<file path="config.mk">
export PLATFORM = sky130hd
export DESIGN_NAME = sd_wr_status_rx
export DESIGN_NICKNAME = d
export VERILOG_FILES = /design/src/rtl/sd_wr_status_rx.sv
export SDC_FILE = /design/constraint.sdc
export NUM_CORES = 1
export LEC_CHECK = 0
export CAP_MARGIN = 25
export CORE_ASPECT_RATIO = 1.2
export CORE_MARGIN = 1
export CORE_UTILIZATION = 40
export DETAILED_ROUTE_END_ITERATION = 6
export GPL_TIMING_DRIVEN = 0
export PLACE_DENSITY = 0.6
export SKIP_CTS_REPAIR_TIMING = 1
export SLEW_MARGIN = 20
export SYNTH_ARGS = -nofsm -noshare
export SYNTH_HDL_FRONTEND = slang
export SYNTH_SLANG_ARGS = --single-unit
</file>
<file path="constraint.sdc">
create_clock -name clk_i -period 2.9 [get_ports clk_i]
set_clock_uncertainty 0.15 [all_clocks]
set_input_delay 0.435 -clock clk_i [delete_from_list [all_inputs] [get_ports clk_i]]
set_output_delay 0.435 -clock clk_i [all_outputs]
set_load 0.03 [all_outputs]
</file>
<file path="src/rtl/sd_wr_status_rx.sv">
// SD write CRC-status receiver.
// Captures the CRC-status token that the card returns on DAT0 after each
// written block. It then waits for the card to release DAT0 busy while the
// downstream data timeout counter runs, and reports the result with a
// one-cycle done pulse.
//
// state      | meaning
// -----------+--------------------------------------------------------------
// IDLE       | no write-status phase in progress
// GUARD      | ignoring DAT0 during the host end-bit turnaround
// WAIT_START | looking for the token start bit (DAT0 low)
// STATUS     | shifting in the three status bits, MSB first
// END_BIT    | checking the token end bit
// BUSY       | card holding DAT0 low; timeout counter running
// DONE       | one-cycle completion pulse
module sd_wr_status_rx #(
  parameter int MaxNcrc    = 8,
  parameter int StartGuard = 2,
  parameter int BusyGuard  = 2
) (
  input  logic       clk_i,
  input  logic       rst_i,
  input  logic       start_i,
  input  logic       abort_i,
  input  logic       sample_i,
  input  logic       dat0_i,
  input  logic       timeout_i,
  output logic       running_o,
  output logic       busy_o,
  output logic       done_o,
  output logic [2:0] status_o,
  output logic       crc_err_o,
  output logic       write_err_o,
  output logic       token_err_o,
  output logic       timeout_err_o
);

  // The same counter also counts the three status bits, so it must reach at least 3.
  localparam int MaxA   = (MaxNcrc > StartGuard) ? MaxNcrc : StartGuard;
  localparam int MaxB   = (MaxA > BusyGuard) ? MaxA : BusyGuard;
  localparam int MaxCnt = (MaxB > 3) ? MaxB : 3;
  localparam int CntW   = $clog2(MaxCnt + 1);

  localparam logic [CntW-1:0] GuardLast = CntW'(StartGuard - 1);
  localparam logic [CntW-1:0] NcrcLast  = CntW'(MaxNcrc - 1);
  localparam logic [CntW-1:0] BusyLen   = CntW'(BusyGuard);
  localparam logic [CntW-1:0] BitLast   = CntW'(2);

  typedef enum logic [2:0] {
    IDLE       = 3'd0,
    GUARD      = 3'd1,
    WAIT_START = 3'd2,
    STATUS     = 3'd3,
    END_BIT    = 3'd4,
    BUSY       = 3'd5,
    DONE       = 3'd6
  } state_t;

  state_t          state_q, state_d;
  logic [CntW-1:0] cnt_q, cnt_d, cnt_inc;
  logic [2:0]      status_q, status_d;
  logic            crc_err_q, crc_err_d;
  logic            write_err_q, write_err_d;
  logic            token_err_q, token_err_d;
  logic            timeout_err_q, timeout_err_d;
  logic            busy_guard_done;

  // Saturating increment and the busy-guard expiry, shared by all states.
  always_comb begin
    cnt_inc         = (cnt_q == {CntW{1'b1}}) ? cnt_q : cnt_q + CntW'(1);
    busy_guard_done = !(cnt_q < BusyLen);
  end

  // State, counter, status and flag registers.
  always_ff @(posedge clk_i) begin
    if (rst_i) begin
      state_q       <= IDLE;
      cnt_q         <= '0;
      status_q      <= '0;
      crc_err_q     <= 1'b0;
      write_err_q   <= 1'b0;
      token_err_q   <= 1'b0;
      timeout_err_q <= 1'b0;
    end else begin
      state_q       <= state_d;
      cnt_q         <= cnt_d;
      status_q      <= status_d;
      crc_err_q     <= crc_err_d;
      write_err_q   <= write_err_d;
      token_err_q   <= token_err_d;
      timeout_err_q <= timeout_err_d;
    end
  end

  // Next-state logic. Abort overrides everything and leaves the flags untouched.
  always_comb begin
    state_d       = state_q;
    cnt_d         = cnt_q;
    status_d      = status_q;
    crc_err_d     = crc_err_q;
    write_err_d   = write_err_q;
    token_err_d   = token_err_q;
    timeout_err_d = timeout_err_q;

    if (abort_i) begin
      state_d = IDLE;
      cnt_d   = '0;
    end else begin
      case (state_q)
        IDLE: begin
          if (start_i) begin
            state_d       = (StartGuard == 0) ? WAIT_START : GUARD;
            cnt_d         = '0;
            status_d      = '0;
            crc_err_d     = 1'b0;
            write_err_d   = 1'b0;
            token_err_d   = 1'b0;
            timeout_err_d = 1'b0;
          end
        end

        GUARD: begin
          if (sample_i) begin
            if (cnt_q == GuardLast) begin
              state_d = WAIT_START;
              cnt_d   = '0;
            end else begin
              cnt_d = cnt_inc;
            end
          end
        end

        WAIT_START: begin
          if (sample_i) begin
            if (!dat0_i) begin
              state_d = STATUS;
              cnt_d   = '0;
            end else if (cnt_q == NcrcLast) begin
              state_d     = DONE;
              cnt_d       = '0;
              token_err_d = 1'b1;
            end else begin
              cnt_d = cnt_inc;
            end
          end
        end

        STATUS: begin
          if (sample_i) begin
            status_d = {status_q[1:0], dat0_i};
            if (cnt_q == BitLast) begin
              state_d = END_BIT;
              cnt_d   = '0;
            end else begin
              cnt_d = cnt_inc;
            end
          end
        end

        END_BIT: begin
          if (sample_i) begin
            cnt_d = '0;
            if (dat0_i) begin
              // BUSY is entered whatever the code; the card still drives busy.
              state_d = BUSY;
              case (status_q)
                3'b010:  ;
                3'b101:  crc_err_d   = 1'b1;
                3'b110:  write_err_d = 1'b1;
                default: token_err_d = 1'b1;
              endcase
            end else begin
              state_d     = DONE;
              token_err_d = 1'b1;
            end
          end
        end

        BUSY: begin
          // A genuine release on the same cycle as a timeout is not an error.
          if (sample_i && dat0_i && busy_guard_done) begin
            state_d = DONE;
            cnt_d   = '0;
          end else if (timeout_i) begin
            state_d       = DONE;
            cnt_d         = '0;
            timeout_err_d = 1'b1;
          end else if (sample_i && !busy_guard_done) begin
            cnt_d = cnt_inc;
          end
        end

        DONE: begin
          state_d = IDLE;
        end

        default: begin
          state_d = IDLE;
          cnt_d   = '0;
        end
      endcase
    end
  end

  // Outputs are decoded straight from registers, so they are clean after reset.
  always_comb begin
    busy_o        = (state_q != IDLE);
    running_o     = (state_q == BUSY);
    done_o        = (state_q == DONE);
    status_o      = status_q;
    crc_err_o     = crc_err_q;
    write_err_o   = write_err_q;
    token_err_o   = token_err_q;
    timeout_err_o = timeout_err_q;
  end

endmodule
</file>
### Word level (Yosys, flattened, before mapping)

Index checks and enable logic that the tools add are counted.
Widths: inputs -> output; s select.

| word-level totals | value |
|---|---|
| logic and storage cells | 110 |
| bits of input ports | 7 |
| output and inout bits | 10 |
| register bits after elaboration | 14 |

| operators by class | value |
|---|---|
| bitwise gates (word level) | 2 |
| $lt $le $gt $ge | 1 |
| equality and inequality tests | 31 |
| reductions and logical operators | 19 |
| multiplexer cells | 49 |
| add/sub/neg operators | 1 |

Operator list:

| operator | count |
|---|---|
| $mux 4 | 13 |
| $mux 3 | 13 |
| $pmux 4 s7 | 1 |
| $ne 2x2->1 const B | 12 |
| $pmux 3 s6 | 1 |
| $eq 3x3->1 const B | 5 |
| $mux 1 | 15 |
| $reduce_and 6->1 | 2 |
| $eq 3x2->1 const B | 3 |
| $reduce_and 9->1 | 1 |
| $reduce_and 8->1 | 1 |
| $reduce_and 7->1 | 1 |
| $ne 3x3->1 const B | 2 |
| $pmux 1 s2 | 3 |
| $pmux 3 s2 | 1 |
| $reduce_bool 2->1 | 3 |
| $reduce_bool 3->1 | 2 |
| $reduce_and 5->1 | 1 |
| $add 4x1->4 const B | 1 |
| $eq 4x1->1 const B | 1 |
| $eq 4x2->1 const B | 1 |
| $eq 4x3->1 const B | 1 |
| $eq 4x4->1 const B | 1 |
| $lt 4x2->1 const B | 1 |
| 13 further kinds | 17 |

### Depth between registers and ports, before layout

Gate-level depths: netlist of run 1.

| logic depth | value |
|---|---|
| word-level depth | 6 |
| depth in mapped cells | 7 |
| gate-level depth less buffers | 7 |

### Worst setup path after synthesis of run 1

No wires, ideal clock.

| timing path | value |
|---|---|
| kind | register -> output |
| start point | register state_q[1] |
| end point | output port done_o |
| data required time | 2.315 ns |
| arrival time | 1.527 ns |
| slack | 0.788 ns |
| cell stages (with the launch flop) | 5 |
| path buffers | 2 |
| cell sequence | dfxtp_1 -> buf_2 -> buf_1 -> inv_1 -> nor3_1 |

| on the way | value |
|---|---|
| word-level cells in the longest chain between the ends | 1 |

Ends and longest elaborated chain:

| element | line | RTL |
|---|---|---|
| from (decl) | 59 | `state_t state_q, state_d;` |
| from (signal assigned) | 85 | `state_q <= state_d;` |
| $eq 3x3->1 | 209 | `done_o = (state_q == DONE);` |
| to (decl) | 30 | `output logic done_o,` |

No other way between the ends.

### Final worst setup path of run 1

| timing path | value |
|---|---|
| start point | register state_q[0] |
| end point | output port busy_o |

| on the way | value |
|---|---|
| word-level cells in the longest chain between the ends | 1 |

Ends and longest elaborated chain:

| element | line | RTL |
|---|---|---|
| $reduce_bool 3->1 | 207 | `busy_o = (state_q != IDLE);` |
| to (decl) | 29 | `output logic busy_o,` |

No other way between the ends.

==> results of run 1 <==
## cells in the mapped netlist, drive strengths merged
library cell / number / area (sq um)
or2: 2 / 12.52
nor4b: 1 / 8.760
dfxtp: 14 / 280.3
nand3b: 4 / 30.03
or3: 2 / 12.51
clkbuf: 4 / 15.01
o32ai: 2 / 17.52
a211oi: 3 / 22.52
o211ai: 5 / 37.54
nand3: 8 / 45.04
buf: 6 / 36.29
a41oi: 1 / 8.760
o21a: 3 / 22.52
nand4: 1 / 6.260
o22ai: 1 / 6.260
nor2b: 1 / 6.260
mux2i: 4 / 40.04
a211o: 1 / 8.760
a2111oi: 1 / 27.53
o311ai: 1 / 26.28
nor3: 2 / 10.01
nor3b: 3 / 22.52
nor4bb: 1 / 10.01
and3: 3 / 18.77
and4bb: 1 / 12.51
o41ai: 1 / 16.27
or3b: 1 / 11.26
o21ai: 7 / 35.03
o311a: 1 / 10.01
nand2: 5 / 18.77
inv: 6 / 22.52
and3b: 1 / 8.760
a31oi: 4 / 25.02
ha: 3 / 37.54
nor2: 10 / 37.54
a21oi: 7 / 38.79
nand2b: 2 / 12.51
or4b: 1 / 10.01
## worst register-to-register path, cell delays in order (launching register included)
cell and delay [ns]:
dfxtp_1 0.51, ha_1 0.20, mux2i_1 0.11, o311ai_4 0.31
nand3_2 0.23, a211o_1 0.33, o41ai_2 0.27
## layout make-up
| type | instances | area [sq um] | area share, % |
|---|---|---|---|
| Tap cell | 31 | 38.79 | 3.112 |
| Buffer | 9 | 47.55 | 3.815 |
| Clock buffer | 3 | 22.52 | 1.807 |
| Inverter | 6 | 22.52 | 1.807 |
| Sequential cell | 14 | 280.3 | 22.49 |
| Multi-Input combinational cell | 94 | 674.4 | 54.12 |
| Timing Repair Buffer | 16 | 160.2 | 12.85 |
## kinds of logic after synthesis
logic type,count (synthesis),synth area share (%)
DFF,14,27.25
adders and majority gates,3,3.650
AOI/OAI and AO/OA,38,29.44
muxes,4,3.893
buffers and inverters,16,7.178
and+or+nand+nor,49,28.59
## placed cells by master, fill, tap and decap left out, drive strengths merged, types with 4 or more instances in the layout
master,count
nor2,10
clkbuf,7
a21oi,7
nand2,5
buf,5
inv,6
clkdlybuf4s50,16
mux2i,4
a31oi,4
o211ai,5
nand3b,4
o21ai,7
nand3,8
dfxtp,14
## routing by layer
| metal | global-route usage (%) | up-vias | part of all wire (%) |
|---|---|---|---|
| li1 | - | 501 | - |
| met1 | 27.38 | 469 | 47 |
| met2 | 33.71 | 13 | 51 |
| met3 | 3.165 | 2 | 1.5 |
| met4 | 8.333 | 0 | 0.70 |
| met5 | 0 | - | 0 |
## state kept, by name, summed over array words and instances, names as in the netlist
register and count:
crc_err_o 1, timeout_err_o 1, state_q 3, status_o 3, token_err_o 1, write_err_o 1, cnt_q 4
## final timing paths
kind,endpoint,start,depth (start not counted),slack (ns)
setup / recovery,busy_o,state_q[0],4,0.36
hold / removal,token_err_o,token_err_o,2,0.30
setup reg to reg,state_q[1],cnt_q[1],6,0.70
hold reg to reg,token_err_o,token_err_o,2,0.30
## power groups by stage
stage	clock network [mW]	logic (mW)	registers (mW)
2_1_floorplan	0	0.0541	0.203
3_3_place_gp	0	0.0848	0.201
6_report	0.110	0.0869	0.196
3_5_place_dp	0	0.0858	0.201
5_1_grt	0.127	0.0941	0.197
4_1_cts	0.116	0.0865	0.196
==> flow_summary.toml, run 1 <==
[run_status]
status = "complete, no violations"

[setup_path]
critPathMaxStageDelay_ns = 0.66
worstPathCellList = "buf_4 -> clkbuf_1 -> or3_1 -> clkdlybuf4s50_1"
critPathKind = "reg -> out"
required_ns = 2.32
setup.worst_path.end_class = "primary output"
slowest_stage = "clkdlybuf4s50_1"
path_buf_inv = 3
cp_max_fo = 10
arrival_ns = 1.96
startpoint_type = "register"
path_delay_family = "buffers and inverters"

[route]
vias_per_cell = 5.694
wire_per_inst_um = 14.91
firstDrtPassIters = 4
drt-initial-drc-count = 25
vias = 985
drc = 0
postRouteAntennaNets = 0
drt_wl_total_mm = 2.579

[final_layout]
fin_area_sq_mm = 0.001246
antennaDiodeCount = 0
syn_to_final_growth_pct = 21.17
stdcell_count = 173
fin_util_pct = 52.95
fillers = 222
nNetsFinal = 154
drive_above_1_share_pct = 10.56

[clock_tree]
path_clk_slew_ns = 0.09
cts_root_buf = "clkbuf_4"
cts_max_level = 1
clkLatencyLatePin_ns = 0.27
cts_made_buffers = 3
clock_sinks = 14
cts_tree = "done"
clk_path_buf_depth = 2

[sta]
hold_ws_ns = 0.2989
layout_setup_ws_ns = 0.3569
hold_violations = 0
rsz0062_at_grt = "false"
max_clock_freq_mhz = 393.2
min_period_ns = 2.543
fin_tns_setup_ns = 0
drv_slew = 0
fin_crit_sh_pct = 87.69
finalSetupViolCount = 0
maxSlewHeadroom_pct = 71.91
tightest_slew_ns = 0.4155

[die]
num_io_pins = 17
initial_core_util_pct = 43.70
num_rows = 19
die-area_sq_mm = 0.002779
die_x_um = 48.29
fp.dieH_um = 57.55
core_area_sq_mm = 0.002354

[place]
finalWeightedCongestion = 0.8079
port_buffers = 16
place_hpwl_mm = 1.970
place_area_sq_mm = 0.001227
placed_cells = 171
place_ws_ns = 0.3648

[synthesis]
synth_cells = 124
yosysWarnings = 0
syn_nets = 134
avgSynthCellArea_sq_um = 8.294
ys_types = 45
synth_area_sq_mm = 0.001028
yosysSeqAreaShare_pct = 27.25
synth_seq_cells = 14

[hold_path]
hp-class = "reg -> reg"

[power_and_ir_drop]
p_leak_nw = 0.4456
switching_share_pct = 29.51
peakVddDrop_mv = 0.1993
power_frac_seq_pct = 49.9
comb_power_share_pct = 22.1
p_switching_mw = 0.1161
power_mw = 0.3935
clkPwrFrac_pct = 28.0
power.density_mw_per_mm2 = 315.7
internal-power_mw = 0.2773

[grt]
grtUsageTotal_pct = 21.11
antenna_found_initial = 0
overflow = 0
grt_pass1_vias = 968
grt_max_degree = 11
grt_pass1_wl_mm = 4.264

[job]
max-cap-violations = 0
Note: power is estimated with default switching activity, not from simulation.
==> inputs of run 2 (changes only) <==
Settings changed: GPL_TIMING_DRIVEN 0 to default.
==> run 2 against run 1 <==
  * Sequential share of layout area up 0.068 points
  * Via count increased by 3.1%
  * Combinational power is 4.0% lower
  * Critical path depth fell by 1
  * Non-clock buffer count decreased by 5
  * First-iteration DRC count rose by 64%
  * Clock power rose by 30%
  * Flip-flop and latch count unchanged
  * Sequential power hardly changed
  * Routed wire length decreased by 5.0%
  * Critical endpoint is now running_o
==> flow_summary.toml, run 2 (synthesis results as in run 1) <==
[run_status]
status = "complete, no violations"

[final_layout]
nNetsFinal = 149
fillers = 231
largest_register_ffs = 4
top_register = "cnt_q"
syn_to_final_growth_pct = 20.80
layout_common_cells = "clkdlybuf4s50_1 (16), dfxtp_1 (14), nor2_1 (10), nand3_1 (7)"
final_common_cell = "clkdlybuf4s50_1"
antennaDiodeCount = 0
stdcell_count = 169
drive_above_1_share_pct = 11.59

[die]
die-area_sq_mm = 0.002779
fp.dieH_um = 57.55
num_io_pins = 17
die_x_um = 48.29
core_area_sq_mm = 0.002354
initial_core_util_pct = 43.70
num_rows = 19

[sta]
fin_crit_sh_pct = 81.18
hold_ws_ns = 0.3009
min_period_ns = 2.354
fin_tns_setup_ns = 0
rsz0062_at_grt = "false"
max_clock_freq_mhz = 424.8
hold_violations = 0
maxSlewHeadroom_pct = 75.40
tightest_slew_ns = 0.3640
finalSetupViolCount = 0
drv_slew = 0

[job]
max-cap-violations = 0

[clock_tree]
cts_root_buf = "clkbuf_4"
cts_made_buffers = 3
cts_max_level = 1
clkLatencyLatePin_ns = 0.29
clk_path_buf_depth = 2
cts_tree = "done"
path_clk_slew_ns = 0.08
clock_sinks = 14

[hold_path]
hp-class = "reg -> reg"
hold-path-cell-count = 2
hold_path_end = "token_err_o"
hp-start = "token_err_o"

[setup_path]
setup.worst_path.end_class = "primary output"
reg2regPathDepth = 6
regToRegEndpoint = "state_q[1]"
critPathKind = "reg -> out"
arrival_ns = 1.77
startpoint_type = "register"
critPathMaxStageDelay_ns = 0.68
crit-reg2reg-launch = "cnt_q[1]"
cp_max_fo = 15
rrSetupSlack_ns = 0.76
worstPathCellList = "buf_4 -> and3b_1 -> clkdlybuf4s50_1"
required_ns = 2.32
slowest_stage = "clkdlybuf4s50_1"

[route]
postRouteAntennaNets = 0
drt_wl_total_mm = 2.450
firstDrtPassIters = 4
drc = 0
drt-initial-drc-count = 41
vias_per_cell = 6.012
wire_per_inst_um = 14.50
vias = 1016

[grt]
grt_max_degree = 18
antenna_found_initial = 0
grtUsageTotal_pct = 20.77
grt_pass1_wl_mm = 4.167
grt_pass1_vias = 943
overflow = 0

[place]
port_buffers = 16
finalWeightedCongestion = 0.8501
place_hpwl_mm = 1.857
placed_cells = 165

[power_and_ir_drop]
peakVddDrop_mv = 0.2360
p_leak_nw = 0.4453
power.density_mw_per_mm2 = 341.2
-- run 2: cell count changes in the layout (fill, tap and decap cells not counted) --
cell	change
buf_1	-1
buf_4	+3
buf_6	-1
clkbuf_1	-4
buf_2	-2
clkbuf_8	+1
-- run 2: through the flow --
step / area, sq um / total power, mW / setup WS (ns) / util (%)
after floorplan: 1028 / 0.2567 / 0.7877 / -
after global placement: 1206 / 0.2837 / 0.5621 / 51.25
after detailed placement: 1206 / 0.2846 / 0.4905 / 51.25
after CTS: 1242 / 0.4277 / 0.5236 / 52.79
after global routing: 1242 / 0.4473 / 0.4654 / 52.79
final: 1242 / 0.4239 / 0.5457 / 52.79
-- run 2: where the power goes --
group	leakage (nW)	switching [mW]	internal (mW)
clock network	0.0210	0.0668	0.0764
registers	0.113	0.00252	0.195
logic	0.311	0.0489	0.0345
total	0.445	0.118	0.306
-- run 2: worst max-delay path by stage --
stage / startpoint / end / slack [ns] / cells after the start
floorplan: state_q[1] / done_o / 0.79 / 4
global placement: start_i / cnt_q[1] / 0.56 / 6
detailed placement: dat0_i / cnt_q[0] / 0.49 / 6
CTS: state_q[1] / running_o / 0.52 / 3
global route: state_q[1] / running_o / 0.47 / 3
finish: state_q[1] / running_o / 0.55 / 3
-- run 2: layout make-up --
type | instances | area (sq um) | area share, %
Tap cell | 31 | 38.79 | 3.122
Inverter | 6 | 22.52 | 1.813
Clock buffer | 4 | 36.28 | 2.920
Multi-Input combinational cell | 94 | 674.4 | 54.28
Timing Repair Buffer | 20 | 190.2 | 15.31
Sequential cell | 14 | 280.3 | 22.56
-- run 2: worst max-delay path, delay by kind of cell (launching register included) --
family	cells	cell delay [ns]
flip-flops	1	0.36
AND/OR/NAND/NOR	1	0.26
buffers and inverters	2	0.87
-- run 2: layer usage --
layer | GRT usage, % | share of wire, % | up-vias
li1 | - | - | 498
met1 | 25.68 | 44 | 485
met2 | 33.52 | 51 | 27
met3 | 3.165 | 3.0 | 6
met4 | 9.921 | 2.0 | 0
met5 | 0 | 0 | -
